--- src/rtl/sram_fifo_pkg.sv ---
// Shared constants for the SRAM FIFO prefetch front-end: legal read latencies,
// stall-counter width and a pointer-width helper.
package sram_fifo_pkg;

  localparam int RD_LATENCY_MIN = 1;
  localparam int RD_LATENCY_MAX = 2;
  localparam int STALL_CNT_W    = 16;

  // Circular-buffer pointers never shrink below one bit, even for a depth of 1 or 2.
  function automatic int ptr_width(input int depth);
    return (depth <= 2) ? 1 : $clog2(depth);
  endfunction

endpackage

--- src/rtl/sram_fifo_skid_buf.sv ---
// Circular skid buffer with push/pop and occupancy. The head word is kept in its
// own register so data_o never sees a combinational path from push_data_i.
module sram_fifo_skid_buf
  import sram_fifo_pkg::*;
#(
  parameter int DATA_WIDTH = 32,
  parameter int DEPTH      = 2,
  localparam int PTR_W     = ptr_width(DEPTH),
  localparam int OCC_W     = $clog2(DEPTH + 1)
) (
  input  logic                  clk_i,
  input  logic                  rst_ni,
  input  logic                  flush_i,
  input  logic                  push_i,
  input  logic [DATA_WIDTH-1:0] push_data_i,
  input  logic                  pop_i,
  output logic [OCC_W-1:0]      occ_o,
  output logic [DATA_WIDTH-1:0] head_o
);

  logic [DATA_WIDTH-1:0] mem [DEPTH];
  logic [PTR_W-1:0]      wr_ptr;
  logic [PTR_W-1:0]      rd_ptr;
  logic [OCC_W-1:0]      occ;
  logic [DATA_WIDTH-1:0] head_q;
  logic                  do_pop;

  // Wrap explicitly so non-power-of-two depths behave.
  function automatic logic [PTR_W-1:0] ptr_inc(input logic [PTR_W-1:0] p);
    return (p == PTR_W'(DEPTH - 1)) ? '0 : p + 1'b1;
  endfunction

  assign do_pop = pop_i && (occ != '0);
  assign occ_o  = occ;
  assign head_o = head_q;

  // NOTE: storage has no reset; occupancy and the head register alone define
  // what is visible, so stale contents are never observed.
  always_ff @(posedge clk_i) begin
    if (push_i && !flush_i) begin
      mem[wr_ptr] <= push_data_i;
    end
  end

  always_ff @(posedge clk_i or negedge rst_ni) begin
    if (!rst_ni) begin
      wr_ptr <= '0;
      rd_ptr <= '0;
      occ    <= '0;
      head_q <= '0;
    end else if (flush_i) begin
      wr_ptr <= '0;
      rd_ptr <= '0;
      occ    <= '0;
    end else begin
      if (push_i) wr_ptr <= ptr_inc(wr_ptr);
      if (do_pop) rd_ptr <= ptr_inc(rd_ptr);

      case ({push_i, do_pop})
        2'b10:   occ <= occ + 1'b1;
        2'b01:   occ <= occ - 1'b1;
        default: ;
      endcase

      // Head follows the word that will sit at rd_ptr after this cycle.
      if (do_pop) begin
        if (occ > OCC_W'(1)) head_q <= mem[ptr_inc(rd_ptr)];
        else if (push_i)     head_q <= push_data_i;
      end else if (push_i && (occ == '0)) begin
        head_q <= push_data_i;
      end
    end
  end

endmodule

--- src/rtl/sram_fifo_prefetch.sv ---
// Prefetching read front-end for a fixed-latency SRAM FIFO feeding a valid/ready sink.
// Optional stall counter is built only when SRAM_PREFETCH_STALL_CNT_EN is defined.
module sram_fifo_prefetch
  import sram_fifo_pkg::*;
#(
  parameter int DATA_WIDTH = 32,
  parameter int RD_LATENCY = 1,
  parameter int BUF_DEPTH  = RD_LATENCY + 1
) (
  input  logic                   clk_i,
  input  logic                   rst_ni,
  input  logic                   flush_i,
  input  logic                   fifo_empty_i,
  output logic                   fifo_pop_o,
  input  logic [DATA_WIDTH-1:0]  fifo_data_i,
  output logic                   valid_o,
  input  logic                   ready_i,
  output logic [DATA_WIDTH-1:0]  data_o,
  output logic [STALL_CNT_W-1:0] stall_cnt_o
);

  localparam int OCC_W = $clog2(BUF_DEPTH + 1);
  localparam int LVL_W = OCC_W + 1;

  if (RD_LATENCY < RD_LATENCY_MIN || RD_LATENCY > RD_LATENCY_MAX) begin : g_bad_latency
    $error("sram_fifo_prefetch: RD_LATENCY must be 1 or 2");
  end
  if (BUF_DEPTH < RD_LATENCY + 1) begin : g_bad_depth
    $error("sram_fifo_prefetch: BUF_DEPTH must be at least RD_LATENCY+1");
  end

  logic                  rst_done;
  logic [RD_LATENCY-1:0] ret_sr;
  logic                  ret_exit;
  logic [OCC_W-1:0]      occ;
  logic [LVL_W-1:0]      inflight;
  logic [LVL_W-1:0]      level;
  logic                  xfer;

  assign ret_exit = ret_sr[RD_LATENCY-1];
  assign valid_o  = (occ != '0);
  assign xfer     = valid_o && ready_i;

  // NOTE: combinational blocks use blocking assignments and give every target a
  // default first, so no latch is inferred.
  always_comb begin
    inflight = '0;
    for (int i = 0; i < RD_LATENCY; i++) begin
      inflight = inflight + LVL_W'(ret_sr[i]);
    end
  end

  // The word leaving downstream this cycle frees its slot now, which keeps a
  // continuous stream at one pop per cycle without ever overcommitting the buffer.
  assign level      = inflight + LVL_W'(occ) - LVL_W'(xfer);
  assign fifo_pop_o = rst_done && !flush_i && !fifo_empty_i && (level < LVL_W'(BUF_DEPTH));

  // NOTE: sequential state uses non-blocking assignments only.
  always_ff @(posedge clk_i or negedge rst_ni) begin
    if (!rst_ni) begin
      rst_done <= 1'b0;
      ret_sr   <= '0;
    end else begin
      rst_done <= 1'b1;
      if (flush_i) ret_sr <= '0;
      else         ret_sr <= (ret_sr << 1) | RD_LATENCY'(fifo_pop_o);
    end
  end

  sram_fifo_skid_buf #(
    .DATA_WIDTH (DATA_WIDTH),
    .DEPTH      (BUF_DEPTH)
  ) u_skid_buf (
    .clk_i       (clk_i),
    .rst_ni      (rst_ni),
    .flush_i     (flush_i),
    .push_i      (ret_exit),
    .push_data_i (fifo_data_i),
    .pop_i       (xfer),
    .occ_o       (occ),
    .head_o      (data_o)
  );

`ifdef SRAM_PREFETCH_STALL_CNT_EN
  logic [STALL_CNT_W-1:0] stall_cnt;

  always_ff @(posedge clk_i or negedge rst_ni) begin
    if (!rst_ni) begin
      stall_cnt <= '0;
    end else if (flush_i) begin
      stall_cnt <= '0;
    end else if (!valid_o && ready_i && (inflight != '0) && (stall_cnt != '1)) begin
      stall_cnt <= stall_cnt + 1'b1;
    end
  end

  assign stall_cnt_o = stall_cnt;
`else
  assign stall_cnt_o = '0;
`endif

endmodule

--- config.mk ---
export PLATFORM = sky130hd
export DESIGN_NAME = sram_fifo_prefetch
export DESIGN_NICKNAME = d
export VERILOG_FILES = /design/src/rtl/sram_fifo_pkg.sv /design/src/rtl/sram_fifo_skid_buf.sv /design/src/rtl/sram_fifo_prefetch.sv
export SDC_FILE = /design/constraint.sdc
export NUM_CORES = 1
export LEC_CHECK = 0
export CAP_MARGIN = 20
export CORE_MARGIN = 10
export CORE_UTILIZATION = 30
export CTS_CLUSTER_SIZE = 8
export DETAILED_ROUTE_END_ITERATION = 7
export HOLD_SLACK_MARGIN = 0.1
export PLACE_DENSITY = 0.64
export SLEW_MARGIN = 10
export SYNTH_ARGS = -nofsm -noshare
export SYNTH_HDL_FRONTEND = slang
export SYNTH_SLANG_ARGS = --single-unit
--- constraint.sdc ---
create_clock -name clk_i -period 3.68 [get_ports clk_i]
set_clock_uncertainty 0.15 [all_clocks]
set_input_delay 0.736 -clock clk_i [delete_from_list [all_inputs] [get_ports clk_i]]
set_output_delay 0.736 -clock clk_i [all_outputs]
set_load 0.1 [all_outputs]
# After elaboration in Yosys (flattened, before gate mapping)
# Memory sizes are Yosys's and may differ from the RTL's.
# Index checks and enable logic that the tools add are counted.
# op_classes
bitwise_logic	1
add_sub_neg	6
shifts	0
mux	15
eq_ne	3
reduce_logical	16
order_cmp	2
div_mod_pow	0
n_mul	0
# ops
op	count
32-bit two-way mux	4
1-bit two-way mux	9
2-bit nonzero test	4
1-bit logical AND	7
2-bit one-hot mux with 2 select lines	1
1-bit by 2-bit adder with 3-bit output	1
3-bit by 2-bit < comparator with 1-bit output (second input constant)	1
3-bit inequality test (second input constant)	1
3-bit AND reduction	1
3-bit nonzero test	1
3-bit by 1-bit subtractor with 3-bit output	1
1-bit adder (second input constant)	2
2-bit by 1-bit adder with 2-bit output (second input constant)	1
2-bit by 1-bit == test with 1-bit output (second input constant)	1
2-bit == test (second input constant)	1
2-bit by 1-bit greater-than comparator with 1-bit output (second input constant)	1
1-bit zero test	2
2-bit zero test	1
2-bit two-way mux	1
2-bit by 1-bit subtractor with 2-bit output (second input constant)	1
1-bit inverter	1
# word_totals
romBits	0
output_inout_bits	50
ram_bits	64
input_bits	37
regBits	38
latchBits	0
wordCells	50
memories	1
# mem_list
memory	words	width	rd	rd_ports_with_merged_regs	write_ports	line_no	source
u_skid_buf.mem	2	32	1	0	1	sram_fifo_skid_buf.sv:21	logic [DATA_WIDTH-1:0] mem [DEPTH];

# Longest topological paths before layout
# Gate-level depths: netlist of the first run.
# logic_depth
ltp_word	6
ltp_mapped	9
depth_no_buf	8

# Hierarchy
# Synthesis of the first run repeated with hierarchy kept, for this count alone.
# hier_totals
hier_cells	260
hier_area_um2	4416.7
# by_module_without_submodules
mod	area_each_um2	instances	seq_area_each_um2	cells_per_inst
sram_fifo_skid_buf	4151.5	1	2822.7	230
sram_fifo_prefetch	265.3	1	50.0	30

# Least setup slack after synthesis of the first run
# No wires, ideal clock.
# synth_timing
path_kind	register to output
startpoint	register u_skid_buf.occ[1] (netlist: u_skid_buf.occ_o[1])
endpoint	output port fifo_pop_o
path_buffers	1
arrival_ns	3.271
stages_incl_launch_ff	10
slack_ns	-0.477
required_time_ns	2.794
path_cell_list	dfrtp_1 inv_1 ha_1 nor2b_1 buf_2 ha_1 nand2b_1 fa_1 nand4_1 nor2_1
# synth_via
elab_chain_cells	5
word_cells_on_any_way	6
cone_classes	2 x add/sub; 1 x order compare; 3 x reduce/logical
# synth_rtl
element	line_no	source
from (decl)	sram_fifo_skid_buf.sv:24	logic [OCC_W-1:0] occ;
from (signal assigned)	sram_fifo_skid_buf.sv:60	2'b10: occ <= occ + 1'b1;
from (signal assigned)	sram_fifo_skid_buf.sv:61	2'b01: occ <= occ - 1'b1;
parallel branches: the longest is 2 deep, another holds 1-bit by 2-bit adder with 3-bit output	-	
3-bit by 1-bit subtractor with 3-bit output (*)	sram_fifo_prefetch.sv:55	assign level = inflight + LVL_W'(occ) - LVL_W'(xfer);
3-bit by 2-bit < comparator with 1-bit output (*)	sram_fifo_prefetch.sv:56	assign fifo_pop_o = rst_done && !flush_i && !fifo_empty_i && (level < LVL_W'(BUF_DEPTH));
1-bit logical AND (*)	sram_fifo_prefetch.sv:56	
to (decl)	sram_fifo_prefetch.sv:14	output logic fifo_pop_o,
# Mark *: on every way between the ends.

# Worst setup path in the final report of the first run
# Ends and elaborated chain as after synthesis.

==> results.py, run 1 <==
metrics = {
    "timing": {
        "fin_crit_ns": 3.55,
        "finalCritPeriodShare": 0.965,
        "max_freq_mhz": 282,
        "hold_slack_ns": 0.328,
        "relSlewSlack": 0.299,
        "hold_viol": 0,
        "maxSlewViolCount": 0,
        "worst_pin_slew_ns": 1.05,
        "worst_slack_ns": 0.130,
        "final-setup-viol-count": 0,
    },
    "clocking": {
        "clk_pin_slew_ns": 0.06,
        "htree_levels": 3,
        "cts-root-buf": "clkbuf_16",
        "clk_latency_ns": 0.34,
        "clock_sinks": 102,
        "holdBufCountCts": 0,
        "cts_buffers": 9,
        "clk_path_buf_depth": 2,
        "cts_tree": "yes",
    },
    "synthesis": {
        "yosys_register_bits": 102,
        "yosysTopAreaCell": "edfxtp_1",
        "seq_area_frac_synth": 0.655,
        "yosysMostFrequentCell": "nand2_1",
        "yosys-top-cells-area": "edfxtp_1 44%, dfrtp_1 22%, mux2i_1 7.3%",
        "yosys-top-cells-count": "65 x nand2_1, 64 x edfxtp_1, 38 x dfrtp_1, 32 x mux2i_1, 27 x o21ai_1",
        "synth_top_cell_area_share": 0.438,
        "ys_types": 28,
        "synthFlopType": "edfxtp_1",
        "syn_avg_cell_area_um2": 13.3,
        "synth_edf_count": 64,
        "synth_area_mm2": 0.00439,
        "synthCells": 331,
        "yosys_warnings": 0,
        "async_reset_ff_frac": 0.373,
    },
    "drt": {
        "drc": 0,
        "first_pass_iters": 4,
        "wl_mm": 8.66,
        "postRouteAntennaNets": 0,
        "vias": 2564,
        "via_per_inst": 4.36,
        "wl_per_cell_um": 14.7,
        "drt_iter0_markers": 84,
    },
    "critical_path": {
        "rr_worst_depth": 6,
        "worstReg2RegStart": "u_skid_buf.occ_o[1]$_DFFE_PN0P_",
        "reg2reg_slack_ns": 1.22,
        "cp-start-kind": "register",
        "reg2reg_to": "u_skid_buf.head_o[27]$_DFFE_PN0P_",
        "cp_data_arrival_time_ns": 2.66,
        "cp.required_ns": 2.79,
        "crit_fanout": 7,
        "endpoint_kind": "primary output",
        "crit_type": "register to primary output",
    },
    "global_route": {
        "grt_pass1_vias": 2793,
        "use_met1": 0.104,
        "overflow": 0,
        "grt_usage": 0.0918,
        "grt_pass1_wl_mm": 14.5,
        "grt_use_met2": 0.143,
        "use_met3": 0.0410,
        "grt_max_degree": 65,
        "gr-max-usage-layer": "met2",
        "grt_antenna_before_repair": 0,
    },
    "power_and_ir_drop": {
        "finalPower_uw": 4760,
        "power.density_mw_per_mm2": 868,
        "max-vdd-ir-drop_mv": 0.499,
        "p_leak_uw": 0.00199,
    },
    "floorplanning": {
        "std_cell_rows": 44,
        "die_height_um": 141,
        "die_area_mm2": 0.0199,
        "start_util": 0.304,
        "die_x_um": 141,
        "core_mm2": 0.0144,
        "ios": 87,
    },
    "final_layout": {
        "drive_gt1_frac": 0.146,
        "num_antenna_cells": 0,
        "fin_util": 0.380,
        "num-nets-final": 440,
        "area_growth_pct": 25.0,
        "num-fill-cells": 1416,
        "final-seq-area_mm2": 0.00288,
        "multi_input_area_mm2": 0.00129,
    },
    "place": {
        "dpl_worst_slack_ns": -0.0660,
        "io_buffers": 70,
        "hpwl_mm": 5.85,
        "gp_congestion": 0.754,
    },
    "run": {
        "drv_cap": 0,
    },
    "worst_hold_path": {
        "holdPathEnd": "u_skid_buf.head_o[9]$_DFFE_PN0P_",
        "hold_path_depth": 2,
        "hold_start": "u_skid_buf.head_o[9]$_DFFE_PN0P_",
        "hold_path.class": "register to register",
    },
    "run_status": {
        "status": "complete, no violations",
    },
}
## cell type report
class | count | share of cell area
Clock inverter | 7 | 0.0119
Timing Repair Buffer | 77 | 0.142
Multi-Input combinational cell | 204 | 0.236
Inverter | 5 | 0.00342
Sequential cell | 102 | 0.524
Tap cell | 184 | 0.0420
Clock buffer | 9 | 0.0411
## placed cells by master, fill, tap and decap left out, drive strengths merged
cell type	synthesis	final
a211o	1	1
a21oi	1	1
and3	1	1
and4bb	1	1
buf	35	12
bufinv	0	1
clkbuf	0	9
clkdlybuf4s50	0	64
clkinv	0	3
clkinvlp	0	3
conb	2	17
dfrtp	38	38
dlymetal6s2s	0	1
edfxtp	64	64
fa	1	1
ha	3	3
inv	5	5
mux2	1	1
mux2i	32	32
nand2	65	65
nand2b	1	1
nand4	1	1
nor2	6	6
nor2b	1	1
nor3b	2	2
o21ai	64	64
o221ai	1	1
xnor2	3	3
xor2	2	2
## repair_timing
item,in CTS,in global routing
pin swaps,1,2
buffers inserted,0,0
endpoints found under the setup margin,1,1
resized for setup,2,4
## routing by layer
metal / wire length (um) / vias to the layer above
met3: 664 / 13
met1: 3680 / 1216
met4: 172 / 0
met2: 4140 / 62
li1: - / 1273
met5: 0 / -
## report_power, final
| part | total [uW] | internal, uW | switching, uW |
|---|---|---|---|
| Clock | 927 | 521 | 406 |
| Combinational | 2240 | 572 | 1660 |
| Sequential | 1600 | 1430 | 174 |
| Total | 4760 | 2520 | 2240 |
## worst max-delay path by stage
stage,depth (start not counted),endpoint,startpoint
2_1_floorplan,9,fifo_pop_o,u_skid_buf.occ_o[1]$_DFFE_PN0P_
3_3_place_gp,8,fifo_pop_o,ready_i
3_5_place_dp,8,fifo_pop_o,ready_i
4_1_cts,8,fifo_pop_o,ready_i
5_1_grt,9,fifo_pop_o,u_skid_buf.occ_o[1]$_DFFE_PN0P_
6_report,9,fifo_pop_o,u_skid_buf.occ_o[1]$_DFFE_PN0P_
## critical path, stage by stage (launching register included)
cell	delay, ns
dfrtp_2	0.46
inv_1	0.10
ha_2	0.29
nor2b_4	0.06
ha_1	0.27
nand2b_4	0.14
fa_1	0.49
nand4_1	0.13
nor2_2	0.19
buf_12	0.19
## logic make-up (layout without fill, tap and decap cells)
logic type	count (synthesis)	after routing	synth area share
other	2	17	0.00171
buffers and inverters	40	98	0.0710
XOR/XNOR	5	5	0.00998
AND/OR/NAND/NOR	78	78	0.0739
flip-flops	102	102	0.655
adder cells (fa/ha/maj)	4	4	0.0131
multiplexers	33	33	0.0756
AO/OA/AOI/OAI	67	67	0.100
## flip-flops by register name (all words and copies together), names as in the netlist
signal / count
u_skid_buf.mem: 64
rst_done: 1
u_skid_buf.occ_o: 2
u_skid_buf.wr_ptr: 1
ret_exit: 1
u_skid_buf.rd_ptr: 1
u_skid_buf.head_o: 32
## through the flow
stage          TNS [ns]  instances  instance area [um2]
6_report              0        588                 5490
5_1_grt        -0.00640        588                 5490
4_1_cts               0        588                 5470
3_5_place_dp    -0.0660        572                 5170
3_3_place_gp          0        572                 5170
2_1_floorplan   -0.0350        346                 4450
Note: power is estimated with default switching activity, not from simulation.
==> run 2, diff against run 1 <==
--- a/config.mk
+++ b/config.mk
@@ -5,6 +5,7 @@
 export SDC_FILE = /design/constraint.sdc
 export NUM_CORES = 1
 export LEC_CHECK = 0
+export ABC_AREA = 1
 export CAP_MARGIN = 20
 export CORE_MARGIN = 10
 export CORE_UTILIZATION = 30
==> results.py, run 2 <==
metrics = {
    "global_route": {
        "grt_use_met2": 0.163,
        "grt_max_degree": 39,
        "use_met3": 0.0395,
        "grt_usage": 0.0997,
        "gr-max-usage-layer": "met2",
        "grt_pass1_wl_mm": 15.8,
        "use_met1": 0.112,
        "overflow": 0,
        "grt_antenna_before_repair": 0,
        "grt_pass1_vias": 3045,
    },
    "critical_path": {
        "crit_fanout": 3,
        "cp_slowest_cell": "fa_1",
        "reg2reg_slack_ns": 1.30,
        "cp_data_arrival_time_ns": 2.68,
        "cp-start-kind": "register",
        "max_stage_delay_ns": 0.54,
        "endpoint_kind": "primary output",
        "timing.critical_path.mode_cell": "nor2_4",
        "cp.required_ns": 2.79,
        "crit_type": "register to primary output",
        "reg2reg_to": "ret_exit$_DFF_PN0_",
        "rr_worst_depth": 8,
        "worstReg2RegStart": "u_skid_buf.occ_o[0]$_DFFE_PN0P_",
        "path_cells": "inv_1 > ha_4 > nor2_4 > ha_1 > or2_2 > fa_1 > nand3_2 > nor2_4 > buf_12",
    },
    "final_layout": {
        "area_growth_pct": 25.5,
        "num-fill-cells": 1460,
        "drive_gt1_frac": 0.0873,
        "largest_register_ffs": 64,
        "final_cell_mix": "297 x nand2_1, 64 x edfxtp_1, 63 x clkdlybuf4s50_1, 37 x dfrtp_1, 17 x conb_1",
        "num-nets-final": 586,
        "fin_area_mm2": 0.00567,
        "fin_util": 0.387,
        "regMostFlops": "u_skid_buf.mem",
        "final-seq-area_mm2": 0.00287,
        "multi_input_area_mm2": 0.00147,
        "num_antenna_cells": 0,
        "layout.cells.most_common": "nand2_1",
    },
    "power_and_ir_drop": {
        "p_int_uw": 2460,
        "power.density_mw_per_mm2": 845,
        "clock_power_share": 0.198,
        "max-vdd-ir-drop_mv": 0.629,
        "p_comb_frac": 0.484,
        "p_sw_uw": 2330,
        "p_leak_uw": 0.00253,
        "seqPwrFrac": 0.318,
        "finalPower_uw": 4790,
        "p_sw_frac": 0.487,
    },
    "timing": {
        "worst_pin_slew_ns": 1.01,
        "finalCritPeriodShare": 0.969,
        "fin_crit_ns": 3.56,
        "setup_tns_ns": 0,
        "hold_viol": 0,
        "maxSlewViolCount": 0,
        "relSlewSlack": 0.324,
        "final-setup-viol-count": 0,
        "grt_setup_unrepaired": "false",
        "hold_slack_ns": 0.328,
        "max_freq_mhz": 281,
    },
    "drt": {
        "first_pass_iters": 4,
        "drt_iter0_markers": 190,
        "wl_per_cell_um": 13.6,
        "drc": 0,
        "postRouteAntennaNets": 0,
        "vias": 3102,
        "wl_mm": 10.0,
        "via_per_inst": 4.23,
    },
    "synthesis": {
        "synthFlopType": "edfxtp_1",
        "yosysTopAreaCell": "edfxtp_1",
        "yosys-top-cells-area": "edfxtp_1 43%, nand2_1 25%, dfrtp_1 21%",
        "synth_top_cell_area_share": 0.425,
        "syn_avg_cell_area_um2": 9.45,
        "yosys_register_bits": 102,
        "yosys_warnings": 0,
        "synth_edf_count": 64,
        "async_reset_ff_frac": 0.373,
        "seq_area_frac_synth": 0.636,
        "yosys-top-cells-count": "297 x nand2_1, 64 x edfxtp_1, 38 x dfrtp_1, 22 x buf_4, 8 x buf_2",
        "synthCells": 478,
        "yosysMostFrequentCell": "nand2_1",
        "ys_types": 26,
        "synth_area_mm2": 0.00452,
    },
    "place": {
        "io_buffers": 70,
        "gp_congestion": 0.757,
        "hpwl_mm": 6.70,
        "place_area_mm2": 0.00534,
    },
    "worst_hold_path": {
        "hold_start": "u_skid_buf.head_o[31]$_DFFE_PN0P_",
        "hold_path_depth": 2,
        "hold_path.class": "register to register",
        "holdPathEnd": "u_skid_buf.head_o[31]$_DFFE_PN0P_",
    },
    "clocking": {
        "postCtsSetupRepairBufs": 0,
        "cts_tree": "yes",
        "holdBufCountCts": 0,
        "htree_levels": 3,
        "clk_path_buf_depth": 2,
        "clk_pin_slew_ns": 0.07,
        "clock_sinks": 102,
        "cts-root-buf": "clkbuf_16",
        "clk_latency_ns": 0.34,
        "cts_buffers": 9,
    },
    "floorplanning": {
        "ios": 87,
        "die_height_um": 143,
        "die_x_um": 143,
        "std_cell_rows": 44,
        "die_area_mm2": 0.0204,
        "start_util": 0.309,
        "core_mm2": 0.0146,
    },
    "run": {
        "drv_cap": 0,
    },
    "run_status": {
        "status": "complete, no violations",
    },
}
[run 2: changes by cell type after synthesis, sizes merged, moves of 3 or more]
cell   change
nor2       +4
nand2    +235
nand3      +7
inv        +4
o21ai     -61
mux2i     -32
xnor2      -3
[run 2: cell families (layout without fill, tap and decap cells)]
logic type,after synthesis,count (layout),synth area share
compound gates,5,5,0.00554
xor+xnor,1,1,0.00194
fa+ha+maj,4,4,0.0127
buf+inv,45,102,0.0629
flops,102,102,0.636
other cells,2,17,0.00166
simple gates,319,319,0.279
[run 2: metal layers]
layer / up-vias / wire, um / part of all wire
li1: 1596 / - / -
met1: 1410 / 4150 / 0.41
met2: 80 / 4880 / 0.49
met3: 16 / 819 / 0.082
met4: 0 / 150 / 0.015
met5: - / 0 / 0
[run 2: power by group through the flow]
stage	Sequential, uW	Combinational [uW]	Clock [uW]
6_report	1520	2320	950
2_1_floorplan	2680	648	0
3_5_place_dp	1540	2310	0
4_1_cts	1530	2330	979
5_1_grt	1550	2460	1020
3_3_place_gp	1530	2290	0
[run 2: timing repair]
item | in CTS | in global routing
endpoints found under the setup margin | 1 | 1
pin swaps | 2 | 0
resized for setup | 5 | 2
[run 2: area by class of cell]
class | count | share of cell area
Clock buffer | 9 | 0.0397
Clock inverter | 7 | 0.0128
Inverter | 10 | 0.00662
Multi-Input combinational cell | 346 | 0.258
Sequential cell | 102 | 0.507
Tap cell | 184 | 0.0406
Timing Repair Buffer | 76 | 0.135
[run 2: through the flow]
step	instances	setup slack (ns)
5_1_grt	734	0.0249
4_1_cts	734	0.0157
2_1_floorplan	493	0.0321
6_report	734	0.115
3_5_place_dp	718	-0.0744
3_3_place_gp	718	-0.0357
[run 2: worst max path at each step]
stage / start / endpoint / depth (start not counted)
2_1_floorplan: ready_i / fifo_pop_o / 7
3_3_place_gp: ready_i / fifo_pop_o / 9
3_5_place_dp: ready_i / fifo_pop_o / 9
4_1_cts: u_skid_buf.occ_o[1]$_DFFE_PN0P_ / fifo_pop_o / 9
5_1_grt: u_skid_buf.occ_o[0]$_DFFE_PN0P_ / fifo_pop_o / 9
6_report: u_skid_buf.occ_o[0]$_DFFE_PN0P_ / fifo_pop_o / 9
[run 2: worst max-delay path: cells and delay by family, from the launching register on]
| family | cells | cell delay (ns) |
|---|---|---|
| adder cells (fa/ha/maj) | 3 | 0.99 |
| buffers and inverters | 2 | 0.35 |
| flip-flops | 1 | 0.42 |
| AND/OR/NAND/NOR | 4 | 0.58 |
==> run 3, diff against run 2 <==
--- a/config.mk
+++ b/config.mk
@@ -12,7 +12,7 @@
 export CTS_CLUSTER_SIZE = 8
 export DETAILED_ROUTE_END_ITERATION = 7
 export HOLD_SLACK_MARGIN = 0.1
-export PLACE_DENSITY = 0.64
+export PLACE_DENSITY_LB_ADDON = 0.15
 export SLEW_MARGIN = 10
 export SYNTH_ARGS = -nofsm -noshare
 export SYNTH_HDL_FRONTEND = slang
==> results.py, run 3 (same netlist as run 2, synthesis figures left out) <==
metrics = {
    "place": {
        "hpwl_mm": 6.81,
        "dpl_worst_slack_ns": -0.0551,
        "gp_congestion": 0.691,
        "io_buffers": 70,
    },
    "clocking": {
        "clock_sinks": 102,
        "clk_path_buf_depth": 2,
        "cts_tree": "yes",
        "htree_levels": 3,
        "cts_buffers": 9,
        "clk_pin_slew_ns": 0.07,
        "postCtsSetupRepairBufs": 0,
        "clk_latency_ns": 0.35,
        "cts-root-buf": "clkbuf_16",
    },
    "timing": {
        "worst_pin_slew_ns": 0.990,
        "relSlewSlack": 0.338,
        "fin_crit_ns": 3.54,
        "hold_viol": 0,
        "max_freq_mhz": 282,
        "maxSlewViolCount": 0,
        "grt_setup_unrepaired": "false",
        "hold_slack_ns": 0.217,
        "final-setup-viol-count": 0,
        "finalCritPeriodShare": 0.963,
        "worst_slack_ns": 0.137,
    },
    "drt": {
        "drt_iter0_markers": 114,
        "first_pass_iters": 4,
        "wl_mm": 10.7,
        "wl_per_cell_um": 14.5,
        "postRouteAntennaNets": 0,
        "vias": 3138,
        "via_per_inst": 4.25,
        "drc": 0,
    },
    "worst_hold_path": {
        "hold_path.class": "input pin to asynchronous set/reset pin",
    },
    "power_and_ir_drop": {
        "clock_power_share": 0.197,
        "power.density_mw_per_mm2": 841,
        "seqPwrFrac": 0.321,
        "p_sw_uw": 2310,
        "p_leak_uw": 0.00255,
        "p_comb_frac": 0.482,
        "p_int_uw": 2460,
        "p_sw_frac": 0.484,
        "max-vdd-ir-drop_mv": 0.590,
    },
    "final_layout": {
        "area_growth_pct": 25.3,
        "num_antenna_cells": 0,
        "drive_gt1_frac": 0.0830,
        "regMostFlops": "u_skid_buf.mem",
        "num-nets-final": 590,
        "num-fill-cells": 1461,
        "layout.cells.most_common": "nand2_1",
        "largest_register_ffs": 64,
        "final_cell_mix": "297 x nand2_1, 64 x clkdlybuf4s50_1, 64 x edfxtp_1, 38 x dfrtp_1, 17 x conb_1",
    },
    "critical_path": {
        "cp_data_arrival_time_ns": 2.66,
        "cp-start-kind": "register",
        "reg2reg_to": "u_skid_buf.head_o[4]$_DFFE_PN0P_",
        "endpoint_kind": "primary output",
        "crit_fanout": 4,
        "reg2reg_slack_ns": 1.34,
        "cp.required_ns": 2.79,
        "max_stage_delay_ns": 0.49,
        "cp_slowest_cell": "fa_1",
        "worstReg2RegStart": "u_skid_buf.occ_o[1]$_DFFE_PN0P_",
        "crit_family": "adder cells",
        "rr_worst_depth": 10,
        "path_cells": "inv_2 > ha_2 > nor2_4 > ha_1 > or2_2 > fa_1 > nand3_1 > nor2_2 > buf_12",
        "crit_type": "register to primary output",
        "timing.critical_path.buf_inv": 2,
    },
    "global_route": {
        "grt_usage": 0.109,
        "grt_max_degree": 39,
        "overflow": 0,
        "grt_antenna_before_repair": 0,
        "grt_pass1_wl_mm": 17.3,
        "grt_pass1_vias": 3181,
    },
    "floorplanning": {
        "die_area_mm2": 0.0204,
        "core_mm2": 0.0146,
        "die_x_um": 143,
        "start_util": 0.309,
        "ios": 87,
        "die_height_um": 143,
        "std_cell_rows": 44,
    },
    "run_status": {
        "status": "complete, no violations",
    },
    "run": {
        "drv_cap": 0,
    },
}
==> run 3: cell types whose count changed in the layout (fill, tap and decap cells not counted), sizes merged <==
cell / before / now
clkdlybuf4s50: 63 / 64
clkbuf: 9 / 11
clkinv: 3 / 5
clkinvlp: 2 / 0
buf: 12 / 15
inv: 11 / 9
==> run 3: final cells by class <==
class / instances / area (um2) / share of cell area
clock buffers: 11 / 243 / 0.0429
clock inverters: 5 / 48.8 / 0.00862
inverters: 10 / 37.5 / 0.00663
multi-input cells: 346 / 1440 / 0.254
flip-flops and latches: 102 / 2870 / 0.507
well taps: 184 / 230 / 0.0407
repair buffers: 80 / 792 / 0.140
==> run 3: power groups by stage <==
stage | Clock (uW) | Sequential [uW] | Combinational, uW
after detailed placement | 0 | 1550 | 2310
final | 940 | 1530 | 2290
after CTS | 974 | 1530 | 2320
after global routing | 1010 | 1550 | 2440
after floorplan | 0 | 2680 | 648
after global placement | 0 | 1550 | 2310
==> run 3: repair_timing <==
item                       in CTS  in global routing
setup endpoints to repair       1                  1
hold endpoints to repair        0                  0
hold buffers                    0                  0
gates resized for setup         1                  1
pin swaps                       1                  0
==> run 3: metal layers <==
metal | global-route usage | vias to the layer above | wire [um]
li1 | - | 1605 | -
met1 | 0.134 | 1454 | 4950
met2 | 0.176 | 69 | 4940
met3 | 0.0318 | 10 | 601
met4 | 0.0456 | 0 | 184
met5 | 0 | - | 0
==> run 3: worst max path at each step <==
stage | depth (start not counted) | slack (ns) | endpoint | start
CTS | 9 | 0.07 | fifo_pop_o | u_skid_buf.occ_o[1]$_DFFE_PN0P_
floorplan | 7 | 0.03 | fifo_pop_o | ready_i
finish | 9 | 0.14 | fifo_pop_o | u_skid_buf.occ_o[1]$_DFFE_PN0P_
global placement | 9 | -0.03 | fifo_pop_o | ready_i
global route | 9 | 0.02 | fifo_pop_o | u_skid_buf.occ_o[1]$_DFFE_PN0P_
detailed placement | 9 | -0.06 | fifo_pop_o | ready_i
==> run 3: stage by stage <==
step / utilization / cells / area [um2] / TNS [ns] / total power (uW)
4_1_cts: 0.385 / 737 / 5630 / 0 / 4830
2_1_floorplan: - / 493 / 4580 / 0 / 3330
5_1_grt: 0.387 / 738 / 5660 / 0 / 5000
3_5_place_dp: 0.365 / 721 / 5340 / -0.0551 / 3870
3_3_place_gp: 0.365 / 721 / 5340 / -0.0318 / 3860
6_report: 0.387 / 738 / 5660 / 0 / 4760
